File: config.mk
export PLATFORM = sky130hd
export DESIGN_NAME = buffer_wide_to_narrow
export DESIGN_NICKNAME = d
export VERILOG_FILES = /design/src/rtl/buffer_wide_to_narrow.sv
export SDC_FILE = /design/constraint.sdc
export NUM_CORES = 2
export LEC_CHECK = 0
export ABC_AREA = 1
export BUFFER_PORTS_ARGS = -buffer_cell sky130_fd_sc_hd__buf_2
export CORE_MARGIN = 4
export CORE_UTILIZATION = 35
export CTS_CLUSTER_DIAMETER = 80
export DETAILED_ROUTE_END_ITERATION = 16
export PLACE_DENSITY = 0.57
export SETUP_SLACK_MARGIN = 0.02
export SLEW_MARGIN = 20
export SYNTH_ARGS = -nofsm -noshare
export SYNTH_HDL_FRONTEND = slang
export SYNTH_SLANG_ARGS = --single-unit
export TNS_END_PERCENT = 20
File: constraint.sdc
create_clock -name clk -period 48.7 [get_ports clk]
set_input_delay 14.61 -clock clk [delete_from_list [all_inputs] [get_ports clk]]
set_output_delay 14.61 -clock clk [all_outputs]
set_load 0.005 [all_outputs]
File: src/rtl/buffer_wide_to_narrow.sv
// Wide-to-narrow FIFO: stores up to DEPTH wide words with a per-entry slice count
// and presents them OUT_W bits at a time, lowest slice first, as a fall-through read port.
module buffer_wide_to_narrow #(
    parameter  int IN_W  = 512,
    parameter  int OUT_W = 64,
    parameter  int DEPTH = 4,
    localparam int RATIO = IN_W / OUT_W,
    localparam int LW    = (RATIO > 1) ? $clog2(RATIO) : 1,
    localparam int CW    = $clog2(DEPTH * RATIO + 1)
) (
    input  logic             clk,
    input  logic             rst_n,
    input  logic             clr,
    input  logic [IN_W-1:0]  data_in,
    input  logic [LW-1:0]    wr_len,
    input  logic             wr_enable,
    output logic [OUT_W-1:0] data_out,
    input  logic             rd_enable,
    output logic             last,
    output logic             full,
    output logic             full_n,
    output logic             empty,
    output logic [CW-1:0]    level,
    output logic             overflow,
    output logic             underflow
);

    localparam int PW = $clog2(DEPTH);
    localparam int NW = $clog2(DEPTH + 1);

    logic [IN_W-1:0] mem_data [DEPTH];
    logic [LW-1:0]   mem_len  [DEPTH];

    logic [PW-1:0] wr_ptr;
    logic [PW-1:0] rd_ptr;
    logic [NW-1:0] count;
    logic [LW-1:0] sub_idx;
    logic [CW-1:0] level_q;
    logic          overflow_q;
    logic          underflow_q;

    logic wr_acc;
    logic rd_acc;
    logic head_done;
    logic rd_retire;

    // Handshake: a write transfers on the rising edge when wr_enable && full_n,
    // a read transfers when rd_enable && !empty; both are judged on pre-edge state.
    assign full      = (count == NW'(DEPTH));
    assign full_n    = !full;
    assign empty     = (count == '0);
    assign wr_acc    = wr_enable && !full;
    assign rd_acc    = rd_enable && !empty;
    assign head_done = (sub_idx == mem_len[rd_ptr]);
    assign rd_retire = rd_acc && head_done;

    always_ff @(posedge clk or negedge rst_n) begin
        if (!rst_n) begin
            wr_ptr      <= '0;
            rd_ptr      <= '0;
            count       <= '0;
            sub_idx     <= '0;
            level_q     <= '0;
            overflow_q  <= 1'b0;
            underflow_q <= 1'b0;
        end else if (clr) begin
            wr_ptr      <= '0;
            rd_ptr      <= '0;
            count       <= '0;
            sub_idx     <= '0;
            level_q     <= '0;
            overflow_q  <= 1'b0;
            underflow_q <= 1'b0;
        end else begin
            if (wr_acc) begin
                wr_ptr <= wr_ptr + PW'(1);
            end
            if (rd_acc) begin
                if (head_done) begin
                    sub_idx <= '0;
                    rd_ptr  <= rd_ptr + PW'(1);
                end else begin
                    sub_idx <= sub_idx + LW'(1);
                end
            end
            count   <= count + NW'(wr_acc) - NW'(rd_retire);
            level_q <= level_q + (wr_acc ? (CW'(wr_len) + CW'(1)) : CW'(0)) - CW'(rd_acc);
            if (wr_enable && full) begin
                overflow_q <= 1'b1;
            end
            if (rd_enable && empty) begin
                underflow_q <= 1'b1;
            end
        end
    end

    // Payload storage carries no reset; pointers and count define what is valid.
    always_ff @(posedge clk) begin
        if (wr_acc && !clr) begin
            mem_data[wr_ptr] <= data_in;
            mem_len[wr_ptr]  <= wr_len;
        end
    end

    always_comb begin
        data_out = '0;
        if (!empty) begin
            for (int k = 0; k < RATIO; k++) begin
                if (LW'(k) == sub_idx) begin
                    data_out = mem_data[rd_ptr][k*OUT_W +: OUT_W];
                end
            end
        end
    end

    assign last      = !empty && head_done;
    assign level     = level_q;
    assign overflow  = overflow_q;
    assign underflow = underflow_q;

endmodule

==> results.json <==
{
  "slew_viol_final": 0,
  "setup_tns_ns": 0,
  "ant_nets": 0,
  "synthesis.area_sq_mm": 0.0850,
  "grt_pass1_wl_mm": 375,
  "dominantRegCellSynth": "edfxtp_1",
  "grtUsageMet3_pct": 4.34,
  "synth_nets": 7712,
  "cellLeakagePower_nw": 36.7,
  "ys_types": 30,
  "yosysSeqAreaShare_pct": 73.3,
  "numCtsBuffers": 218,
  "power.switching_w": 0.00144,
  "portBuffers": 595,
  "rsz0062_at_grt": "false",
  "cp.arrival_ns": 6.69,
  "grt_max_degree": 207,
  "synth.area.mux_share_pct": 0,
  "yosys.area_share.simple_pct": 15.3,
  "drc": 0,
  "dieArea_sq_mm": 0.251,
  "start_util_pct": 35.3,
  "vias_per_cell": 5.07,
  "syn2layout_area_growth_pct": 15.1,
  "drtIter0Drc": 5333,
  "post_cts_buffers": 0,
  "gr-usage-all-layers_pct": 20.2,
  "grt_use_met2_pct": 33.6,
  "critical_path.max_fanout": 121,
  "place_ws_ns": 28.31,
  "nets": 8176,
  "grt-busiest-layer": "met2",
  "clock_latency_ns": 0.88,
  "cp_top_family": "buffers and inverters",
  "synth_top_family_by_area": "simple AND/OR/NAND/NOR gates",
  "synthAdderAreaFrac_pct": 0.356,
  "cpPeakStageDelay_ns": 0.79,
  "slew_headroom_pct": 24.6,
  "die_x_um": 501,
  "vdd_ir_drop_max_v": 0.0000299,
  "ios": 596,
  "crit_path_cell_trace": "inv_8 > buf_4 > buf_4 > buf_4 > nand2_1 > nand3_1 > nand3_1 > nand2_1 > nand2_1 > nand2_1 > nand2_1 > nand2_1 > nand2_1 > nand2_1 > nand2_1 > a21oi_1 > buf_2",
  "synth_async_sr_flop_share_pct": 0.866,
  "drive_gt1_share_pct": 12.9,
  "status": "finished, final reports clean",
  "ctsHtreeMaxLevel": 4,
  "hold_class": "flop to flop",
  "syn_area_per_cell_sq_um": 11.9,
  "dp_hpwl_mm": 164,
  "cts_resized": 0,
  "final_cell_mix": "nand2_1, edfxtp_1, buf_2",
  "met1_usage_pct": 26.1,
  "fmax_ghz": 0.0470,
  "layout_commonest_cell": "nand2_1",
  "switching_share_pct": 31.0,
  "yosysWarnings": 0,
  "grt_overflow_total": 0,
  "synth-compound-area-share_pct": 6.52,
  "first_pass_iters": 6,
  "synth_seq_cells": 2078,
  "clock_power_share_pct": 34.5,
  "internal-power_w": 0.00320,
  "crit_top_cell": "nand2_1",
  "start_kind": "flop",
  "pwr-share-seq_pct": 45.4,
  "fin_crit_sh_pct": 43.7,
  "cts_tree": "built",
  "crit_type": "flop to output port",
  "p_per_area_mw_per_mm2": 47.5,
  "cap_violations": 0,
  "cts_buffer_depth": 3,
  "fillers": 22566,
  "setup_viol": 0,
  "end_kind": "output port",
  "finalWirelength_mm": 260,
  "gp_routability_congestion": 0.782,
  "critPathSlowestCell": "dfrtp_4",
  "synth_xor_area_share_pct": 0.0721,
  "finalHoldViolCount": 0,
  "wl_per_cell_um": 23.5,
  "die_h_um": 501,
  "rows": 180,
  "power_frac_comb_pct": 20.1,
  "synthCells": 7169,
  "clkSinkCount": 2078,
  "worstPathRequired_ns": 34.09,
  "vias": 56092,
  "cts_root_buf": "clkbuf_16",
  "worstMarginPinSlew_ns": 1.13,
  "postCtsHoldBufs": 0,
  "clk_pin_slew_ns": 0.06,
  "finalCriticalPeriod_ns": 21.30,
  "grt_pass1_vias": 53321,
  "critPathBufInv": 5,
  "antenna_found_initial": 201,
  "finalWorstSetupSlack_ns": 27.40,
  "synth_edf_count": 2060,
  "core_sq_mm": 0.241,
  "fin_skew_ns": 0.0538
}
==> routing by layer <==
layer | part of all wire [%] | vias to the layer above
met5 | 0.17 | -
met4 | 3.6 | 72
met3 | 6.9 | 581
met2 | 48 | 1895
met1 | 41 | 27554
li1 | - | 25990
==> power by group through the flow <==
stage	registers (W)	clock network, W	logic [W]
2_1_floorplan	0.00223	0	0.000463
3_3_place_gp	0.00215	0	0.000962
3_5_place_dp	0.00215	0	0.000970
4_1_cts	0.00211	0.00164	0.000973
5_1_grt	0.00212	0.00171	0.00103
6_report	0.00211	0.00160	0.000933
==> worst paths after layout <==
kind	startpoint	end	slack, ns	cells past startpoint
max	rd_ptr[0]$_DFFE_PN0P_	data_out[56]	27.40	17
min	underflow$_DFFE_PN0P_	underflow$_DFFE_PN0P_	0.52	2
max reg2reg	count[1]$_DFF_PN0_	mem_data[3][247]$_DFFE_PP_	42.96	11
min reg2reg	underflow$_DFFE_PN0P_	underflow$_DFFE_PN0P_	0.52	2
max in group asynchronous	rst_n	rd_ptr[1]$_DFFE_PN0P_	34.63	1
min in group asynchronous	rst_n	rd_ptr[0]$_DFFE_PN0P_	13.69	1
==> cell type report <==
cell class	instances	area, sq um	area share, %
tap	3185	3990	4.07
timing repair buffer	689	3800	3.88
clock buffer	264	5630	5.75
antenna	69	173	0.176
multi-input combinational	4217	19000	19.4
sequential	2078	62300	63.7
clock inverter	131	1300	1.33
inverter	429	1630	1.67
==> cells by family after synthesis <==
logic type,after synthesis
fa+ha+maj,23
compound gates,914
buf+inv,874
xor+xnor,7
flops,2078
simple gates,3273
==> worst min-delay path: stages, from the launching register on <==
cell and delay (ns):
dfrtp_1 0.37, inv_1 0.05, a21oi_1 0.05
==> through the flow <==
| step | power [W] | instances | hold slack (ns) | cell area, sq um | util [%] |
|---|---|---|---|---|---|
| 3_3_place_gp | 0.00311 | 10598 | 0.510 | 90800 | 37.6 |
| 3_5_place_dp | 0.00312 | 10598 | 0.509 | 90800 | 37.6 |
| 4_1_cts | 0.00472 | 10993 | 0.520 | 97700 | 40.5 |
| 2_1_floorplan | 0.00270 | 7169 | 0.492 | 85000 | - |
| 5_1_grt | 0.00486 | 11028 | 0.564 | 97800 | 40.5 |
| 6_report | 0.00465 | 11062 | 0.520 | 97900 | 40.6 |
==> flip-flops by register name, summed over array words and instances (netlist names), 2 cells and up <==
register and cells:
mem_data 2048, mem_len 12, level 6, count 3
sub_idx 3, rd_ptr 2, wr_ptr 2
==> synth_stat cells, types with 2 or more instances <==
master	n	share of area, %
o21ai_0	316	1.9
a21oi_1	263	1.5
nand3_1	585	3.4
edfxtp_1	2060	73
nor2_2	3	0.022
ha_1	21	0.31
buf_6	11	0.15
or2_2	2	0.015
clkinv_1	3	0.013
buf_1	37	0.16
dfrtp_1	18	0.53
o22ai_1	66	0.49
buf_4	55	0.49
buf_2	170	1.0
o21ai_1	75	0.44
nand2_1	2406	11
nor2_1	272	1.2
nor3_1	2	0.012
inv_1	421	1.9
xor2_1	6	0.062
nand4_1	2	0.015
o221ai_1	64	0.66
inv_2	5	0.022
clkbuf_1	172	0.76
a32o_1	128	1.5
fa_1	2	0.047
Note: power is estimated with default switching activity, not from simulation.
